<file path="src/rtl/key_debounce_pkg.sv">
// Shared definitions for the key debouncer: per-channel FSM encoding and
// the stability-counter width helper.
package key_debounce_pkg;

  typedef enum logic [1:0] {
    STABLE_LO = 2'd0,
    WAIT_HI   = 2'd1,
    STABLE_HI = 2'd2,
    WAIT_LO   = 2'd3
  } db_state_t;

  // A 1-cycle filter still needs a 1-bit counter, hence the floor of 1.
  function automatic int cnt_width(input int stable_cycles);
    return (stable_cycles > 1) ? $clog2(stable_cycles) : 1;
  endfunction

endpackage

</file>
<file path="src/rtl/key_debounce_ch.sv">
// One debounce channel: polarity fix, 2-flop synchroniser, saturating
// stability counter and a level/press/release FSM with registered outputs.
//
//   state     | meaning
//   STABLE_LO | level=0 accepted, watching for s2=1
//   WAIT_HI   | s2=1 seen, counting consecutive 1 samples
//   STABLE_HI | level=1 accepted, watching for s2=0
//   WAIT_LO   | s2=0 seen, counting consecutive 0 samples
module key_debounce_ch
  import key_debounce_pkg::*;
#(
  parameter int STABLE_CYCLES = 1_000_000,
  parameter bit ACTIVE_LOW    = 1'b1
) (
  input  logic clk,
  input  logic rst,
  input  logic key_raw,
  output logic level,
  output logic press,
  output logic release_pulse
);

  localparam int            CW      = cnt_width(STABLE_CYCLES);
  localparam logic [CW-1:0] CNT_MAX = CW'(STABLE_CYCLES - 1);

  logic          k;
  logic          s1, s2;
  logic [CW-1:0] cnt;
  db_state_t     state;

  assign k = key_raw ^ ACTIVE_LOW;

  always_ff @(posedge clk) begin
    if (rst) begin
      s1            <= 1'b0;
      s2            <= 1'b0;
      cnt           <= '0;
      state         <= STABLE_LO;
      level         <= 1'b0;
      press         <= 1'b0;
      release_pulse <= 1'b0;
    end else begin
      s1            <= k;
      s2            <= s1;
      press         <= 1'b0;
      release_pulse <= 1'b0;
      case (state)
        STABLE_LO: begin
          if (s2) begin
            state <= WAIT_HI;
            cnt   <= '0;
          end
        end
        WAIT_HI: begin
          if (!s2) begin
            state <= STABLE_LO;
            cnt   <= '0;
          end else if (cnt == CNT_MAX) begin
            state <= STABLE_HI;
            level <= 1'b1;
            press <= 1'b1;
          end else begin
            cnt <= cnt + 1'b1;
          end
        end
        STABLE_HI: begin
          if (!s2) begin
            state <= WAIT_LO;
            cnt   <= '0;
          end
        end
        WAIT_LO: begin
          if (s2) begin
            state <= STABLE_HI;
            cnt   <= '0;
          end else if (cnt == CNT_MAX) begin
            state         <= STABLE_LO;
            level         <= 1'b0;
            release_pulse <= 1'b1;
          end else begin
            cnt <= cnt + 1'b1;
          end
        end
        default: begin
          state <= STABLE_LO;
          cnt   <= '0;
        end
      endcase
    end
  end

endmodule

</file>
<file path="src/rtl/key_debounce.sv">
// Multi-channel key debouncer: N_KEYS independent key_debounce_ch instances.
// The falling-edge pulse port is release_pulse because release is a reserved word.
module key_debounce
  import key_debounce_pkg::*;
#(
  parameter int N_KEYS        = 3,
  parameter int STABLE_CYCLES = 1_000_000,
  parameter bit ACTIVE_LOW    = 1'b1
) (
  input  logic              clk,
  input  logic              rst,
  input  logic [N_KEYS-1:0] key_raw,
  output logic [N_KEYS-1:0] level,
  output logic [N_KEYS-1:0] press,
  output logic [N_KEYS-1:0] release_pulse
);

  for (genvar i = 0; i < N_KEYS; i++) begin : g_ch
    key_debounce_ch #(
      .STABLE_CYCLES (STABLE_CYCLES),
      .ACTIVE_LOW    (ACTIVE_LOW)
    ) u_ch (
      .clk           (clk),
      .rst           (rst),
      .key_raw       (key_raw[i]),
      .level         (level[i]),
      .press         (press[i]),
      .release_pulse (release_pulse[i])
    );
  end

endmodule
</file>
<file path="config.mk">
export PLATFORM = sky130hd
export DESIGN_NAME = key_debounce
export DESIGN_NICKNAME = d
export VERILOG_FILES = /design/src/rtl/key_debounce_pkg.sv /design/src/rtl/key_debounce_ch.sv /design/src/rtl/key_debounce.sv
export SDC_FILE = /design/constraint.sdc
export NUM_CORES = 1
export LEC_CHECK = 0
export ABC_CLOCK_PERIOD_IN_PS = 5500
export BUFFER_PORTS_ARGS = -buffer_cell sky130_fd_sc_hd__buf_2
export CAP_MARGIN = 20
export CORE_ASPECT_RATIO = 0.9
export CORE_MARGIN = 5
export CORE_UTILIZATION = 67
export DETAILED_ROUTE_END_ITERATION = 8
export PLACE_DENSITY = 0.85
export SLEW_MARGIN = 20
export SYNTH_ARGS = -nofsm -noshare
export SYNTH_HDL_FRONTEND = slang
export SYNTH_HIERARCHICAL = 1
export SYNTH_SLANG_ARGS = --single-unit
</file>
<file path="constraint.sdc">
create_clock -name clk -period 5.5 [get_ports clk]
set_input_delay 0.55 -clock clk [delete_from_list [all_inputs] [get_ports clk]]
set_output_delay 0.55 -clock clk [all_outputs]
set_load 0.01 [all_outputs]
</file>
==> results of run 1 <==
stage by stage:
step / area (um2) / instances / hold slack, ps / utilization (%) / total power [uW]
floorplan: 4282 / 507 / 413.8 / - / 642.7
global placement: 4320 / 577 / 416.0 / 69.88 / 651.8
detailed placement: 4320 / 577 / 433.6 / 69.88 / 653.1
CTS: 4518 / 593 / 328.8 / 73.08 / 1080
global route: 4518 / 593 / 334.4 / 73.08 / 1116
finish: 4518 / 593 / 339.9 / 73.08 / 1070
state kept, by name, summed over array words and instances, names as in the netlist, named ones only:
name	cells
g_ch.u_ch/cnt	60
g_ch.u_ch/level	3
g_ch.u_ch/press	3
g_ch.u_ch/release_pulse	3
g_ch.u_ch/s1	3
g_ch.u_ch/s2	3
g_ch.u_ch/state	3
cell usage in the layout, fill, tap and decap left out, types with 3 or more instances in the layout:
cell type	instances
o21ai_0	24
a32oi_1	5
mux2i_1	8
clkbuf_8	10
and4_1	11
nor4_1	14
a31oi_1	11
xor2_1	3
nand3_1	26
nor4b_1	5
inv_1	14
or4b_1	3
or2_2	6
a31o_2	4
a211oi_1	10
nand2_1	33
o211ai_1	3
buf_2	13
or3_1	10
a21oi_1	18
xnor2_1	21
nor2_1	35
nor2b_1	6
a21o_1	7
nor3_1	26
or4_1	5
and3_1	18
dfxtp_1	81
ha_1	3
a2111o_1	5
nand4_1	32
cell type report:
type                       count  area (um2)  area share, %
sequential                    81        1622          35.89
clock inverter                 4       52.55          1.163
timing repair buffer          13       65.06          1.440
tap                           87       108.9          2.409
clock buffer                  12       145.1          3.212
multi-input combinational    381        2469          54.64
inverter                      15       56.30          1.246
routing by layer:
| layer | up-vias | part of all wire [%] | routed length (um) | GRT usage [%] |
|---|---|---|---|---|
| met5 | - | 0 | 0 | 0 |
| met4 | 0 | 1.0 | 101 | 6.955 |
| met3 | 12 | 7.0 | 675 | 7.105 |
| met2 | 177 | 46 | 4476 | 38.47 |
| met1 | 1897 | 46 | 4413 | 34.32 |
| li1 | 1905 | - | - | - |
logic make-up after synthesis:
family,share of synthesized area (%)
buf+inv,4.471
xor+xnor,6.575
flops,37.87
simple gates,32.38
fa+ha+maj,0.8768
compound gates,15.96
mux,1.870
power groups by stage:
| stage | Combinational, uW | Clock, uW | Sequential (uW) |
|---|---|---|---|
| floorplan | 35.4 | 0 | 607 |
| finish | 43.9 | 429 | 596 |
| global route | 48.0 | 471 | 597 |
| global placement | 42.0 | 0 | 610 |
| detailed placement | 43.1 | 0 | 610 |
| CTS | 43.2 | 440 | 596 |
critical path, delay by kind of cell, from the launching register on:
kind          cells  cell delay (ps)
flops             1              430
simple gates      4             1760
path summary, 6_finish.rpt:
kind                       startpoint             endpoint  slack (ps)  cells past startpoint
hold / removal             key_raw[1]      g_ch[1].u_ch/s1         340                      2
setup reg to reg  g_ch[2].u_ch/cnt[9]  g_ch[2].u_ch/cnt[0]        3200                      4
hold reg to reg       g_ch[2].u_ch/s1      g_ch[2].u_ch/s2         450                      1
setup / recovery  g_ch[2].u_ch/cnt[9]  g_ch[2].u_ch/cnt[0]        3200                      4
==> results_dict.tcl, run 1 <==
set metrics [dict create \
    n_antenna_cell 0 \
    grt_setup_unrepaired "no" \
    worst_ir_drop_vdd_uv 159.0 \
    yosys_register_bits 81 \
    path_class "reg2reg" \
    synth_area_um2 4282 \
    relSlewSlack_pct 30.96 \
    period_minus_slack_ps 2300 \
    post_cts_buffers 0 \
    grt_pass1_vias 3596 \
    h-tree-depth 3 \
    crit_path_max_incr_delay_ps 780 \
    finalWirelength_um 9666 \
    first_pass_iters 5 \
    yosysTopAreaCellShare_pct 37.87 \
    fmaxAchievable_ghz 0.4347 \
    cts_sinks 81 \
    grt_usage_pct 24.96 \
    ios 14 \
    viasPerCell 6.730 \
    seq_power_share_pct 55.8 \
    cts_root_buffer "clkbuf_8" \
    coreArea_um2 6182 \
    area_growth_pct 5.523 \
    switching_share_pct 22.54 \
    cts_tree "built" \
    cts_resized 0 \
    place_ws_ps 3275 \
    die_w_um 94.27 \
    place.gp.congestion 0.9044 \
    worst_pin_slew_ps 1028 \
    layout.nets 509 \
    synth_area_leaders "dfxtp_1, nand4_1, xnor2_1" \
    grt_max_degree 41 \
    drc_errors 0 \
    skew_ps 10.36 \
    cp-start-kind "flop" \
    dpl.hpwl_um 6707 \
    async_flop_share_pct 0 \
    power_frac_comb_pct 4.1 \
    cp_slowest_cell "and4_1" \
    setup_viol 0 \
    die_h_um 85.84 \
    hold_viol 0 \
    syn-instance-count 507 \
    hold_buffers 0 \
    synth_most_common_cell "dfxtp_1" \
    synth_edf_count 0 \
    leakagePower_uw 0.001486 \
    numPortBuffers 13 \
    status "complete, no violations" \
    syn_area_per_cell_um2 8.445 \
    clk_latency_ps 350 \
    yosysWarnings 6 \
    synth_top_area_cell "dfxtp_1" \
    synthesis.nets 515 \
    synth_common_cells "dfxtp_1, nor2_1, nand2_1" \
    synthFlopType "dfxtp_1" \
    hold_class "in2reg" \
    vias 3991 \
    worst_ep_arrival_time_ps 2530 \
    crit_path_end_kind "flop" \
    drtAntennaViolNets 0 \
    p_per_area_nw_per_um2 236.8 \
    slew_viol_final 0 \
    crit_fanout 23 \
    cap_violations 0 \
    pwr-share-clk_pct 40.1 \
    numCtsBuffers 9 \
    yosysSeqAreaShare_pct 37.87 \
    fillCellCount 507 \
    wl_per_cell_um 16.30 \
    layout-drive-gt1-share_pct 9.289 \
    antenna_found_initial 0 \
    drtIter0Drc 334 \
    required_ps 5730 \
    power.switching_uw 241.1 \
    intPower_uw 828.7 \
    cts.reportedPaths.clkPinSlew_ps 80 \
    rows 27 \
    dieArea_um2 8092 \
    initial_core_util_pct 69.26 \
    timing.final.ws_setup_ps 3200 \
    gr-total-overflow 0 \
    finalCritPeriodShare_pct 41.82 \
    clock_path_buffers 2 \
    grt_pass1_wl_um 16440 \
    synth_cell_types 51 \
    crit_chain "nor4b_1, and4_1, nor2_1, or4_1" \
    fin_tns_setup_ps 0 \
]
Power figures use the tool's default switching activity.
==> run 2: changes to the inputs <==
- ABC_CLOCK_PERIOD_IN_PS: 5500 -> 1900
- CORE_UTILIZATION: 67 -> 56
- PLACE_DENSITY: 0.85 -> 0.76
- clock period: 5.5 -> 1.9 ns (I/O delays scaled with it)
==> run 2 against run 1 <==
Against the previous run:
- via count is essentially flat
- count of clock-buffer cells in the layout is the same
- register-to-register slack lost 3100 ps
- global-route usage shrank 2.3 points
- setup slack lost 3100 ps
- maximum frequency grew 27%
- highest routed layer unchanged
- die area grew 17%
- final cell count grew 6.4%
==> results_dict.tcl, run 2 (synthesized netlist as in run 1, its figures left out) <==
set metrics [dict create \
    status "complete, no violations" \
    hold_viol 0 \
    rr_worst_depth 5 \
    layout_common_cells "dfxtp_1, nor2_1, nand2_1" \
    first_pass_iters 7 \
    layout.nets 538 \
    finalCritPeriodShare_pct 95.49 \
    p_per_area_nw_per_um2 659.9 \
    top_register "g_ch.u_ch/cnt" \
    die_w_um 102.2 \
    worst_ir_drop_vdd_uv 445.2 \
    placed_cells 610 \
    drtAntennaViolNets 0 \
    numPortBuffers 13 \
    grt_pass1_vias 3680 \
    skew_ps 10.80 \
    drc_errors 0 \
    area_growth_pct 11.84 \
    r2r_slack_ps 90 \
    cts_sinks 81 \
    grt_usage_pct 22.65 \
    crit_path_end_kind "flop" \
    relSlewSlack_pct 61.86 \
    cts.reportedPaths.clkPinSlew_ps 80 \
    slew_viol_final 0 \
    worst_pin_slew_ps 568.0 \
    fmaxAchievable_ghz 0.5512 \
    h-tree-depth 3 \
    timing.final.ws_setup_ps 85.64 \
    grt_max_degree 20 \
    worst_ep_arrival_time_ps 2100 \
    path_class "reg2reg" \
    place.gp.congestion 0.9216 \
    cap_violations 0 \
    cts_root_buffer "clkbuf_8" \
    dieArea_um2 9497 \
    vias 3989 \
    total_power_uw 3160 \
    drtIter0Drc 261 \
    hold_slack_ps 291.0 \
    antenna_found_initial 0 \
    cp_slowest_cell "or4_4" \
    crit_path_max_incr_delay_ps 580 \
    layout-drive-gt1-share_pct 15.51 \
    fin_tns_setup_ps 0 \
    finalWirelength_um 10280 \
    wl_per_cell_um 16.29 \
    setup_viol 0 \
    crit_chain "ha_4, nand4_1, or4_4, or4_1, a31oi_1" \
    largest_reg_flops 60 \
    clock_path_buffers 2 \
    cp-start-kind "flop" \
    required_ps 2190 \
    initial_core_util_pct 57.03 \
    gr-total-overflow 0 \
    rows 30 \
    leakagePower_uw 0.001626 \
    numCtsBuffers 9 \
    dpl.hpwl_um 7296 \
    hold_class "in2reg" \
    place_ws_ps 65.43 \
    period_minus_slack_ps 1814 \
    whs_path_depth 2 \
    layout_commonest_cell "dfxtp_1" \
    final_cells 631 \
    die_h_um 92.95 \
    cts_tree "built" \
    ios 14 \
    crit_fanout 4 \
    grt_pass1_wl_um 17580 \
    clk_latency_ps 360 \
    viasPerCell 6.322 \
    grt_setup_unrepaired "no" \
    coreArea_um2 7507 \
    n_antenna_cell 0 \
]
run 2: worst max-delay path: cells and delay by family (launching register included):
family                     cells  cell delay, ps
DFF                            1             360
and+or+nand+nor                3            1120
AOI/OAI and AO/OA              1             130
adders and majority gates      1             150
run 2: final timing paths:
check                                    startpoint                   end
worst min-delay path                            rst   g_ch[2].u_ch/cnt[1]
worst max register to register  g_ch[2].u_ch/cnt[0]  g_ch[2].u_ch/cnt[18]
worst min register to register      g_ch[2].u_ch/s1       g_ch[2].u_ch/s2
worst max-delay path            g_ch[2].u_ch/cnt[0]  g_ch[2].u_ch/cnt[18]
run 2: timing repair:
action / in CTS / in global routing
endpoints found under the setup margin: 0 / 16
endpoints found under the hold margin: 3 / 0
resized for setup: 0 / 11
setup buffers: 0 / 2
hold buffers: 3 / 0
run 2: final cells by class:
class / count / area [um2]
clock buffers: 12 / 145.1
inverters: 15 / 56.30
clock inverters: 4 / 51.30
multi-input cells: 381 / 2500
well taps: 96 / 120.1
fillers: 636 / 2719
repair buffers: 42 / 290.3
flip-flops and latches: 81 / 1625
run 2: stage by stage:
stage	instance area [um2]	utilization, %
2_1_floorplan	4282	-
3_3_place_gp	4512	60.10
3_5_place_dp	4512	60.10
4_1_cts	4738	63.12
5_1_grt	4788	63.78
6_report	4788	63.78
run 2: routing by layer:
| layer | vias to the layer above | track usage (%) | wire length [um] | part of all wire [%] |
|---|---|---|---|---|
| met4 | 0 | 7.322 | 169 | 1.6 |
| met1 | 1847 | 32.77 | 4914 | 48 |
| met2 | 149 | 33.06 | 4585 | 45 |
| met5 | - | 0 | 0 | 0 |
| li1 | 1971 | - | - | - |
| met3 | 22 | 5.271 | 610 | 5.9 |
run 2: report_power, final:
part           internal, uW  leakage [uW]  switching (uW)
Combinational          62.9      0.000873            98.4
Sequential             1710      0.000656            12.4
Clock                   647     0.0000970             629
Total                  2420       0.00163             740
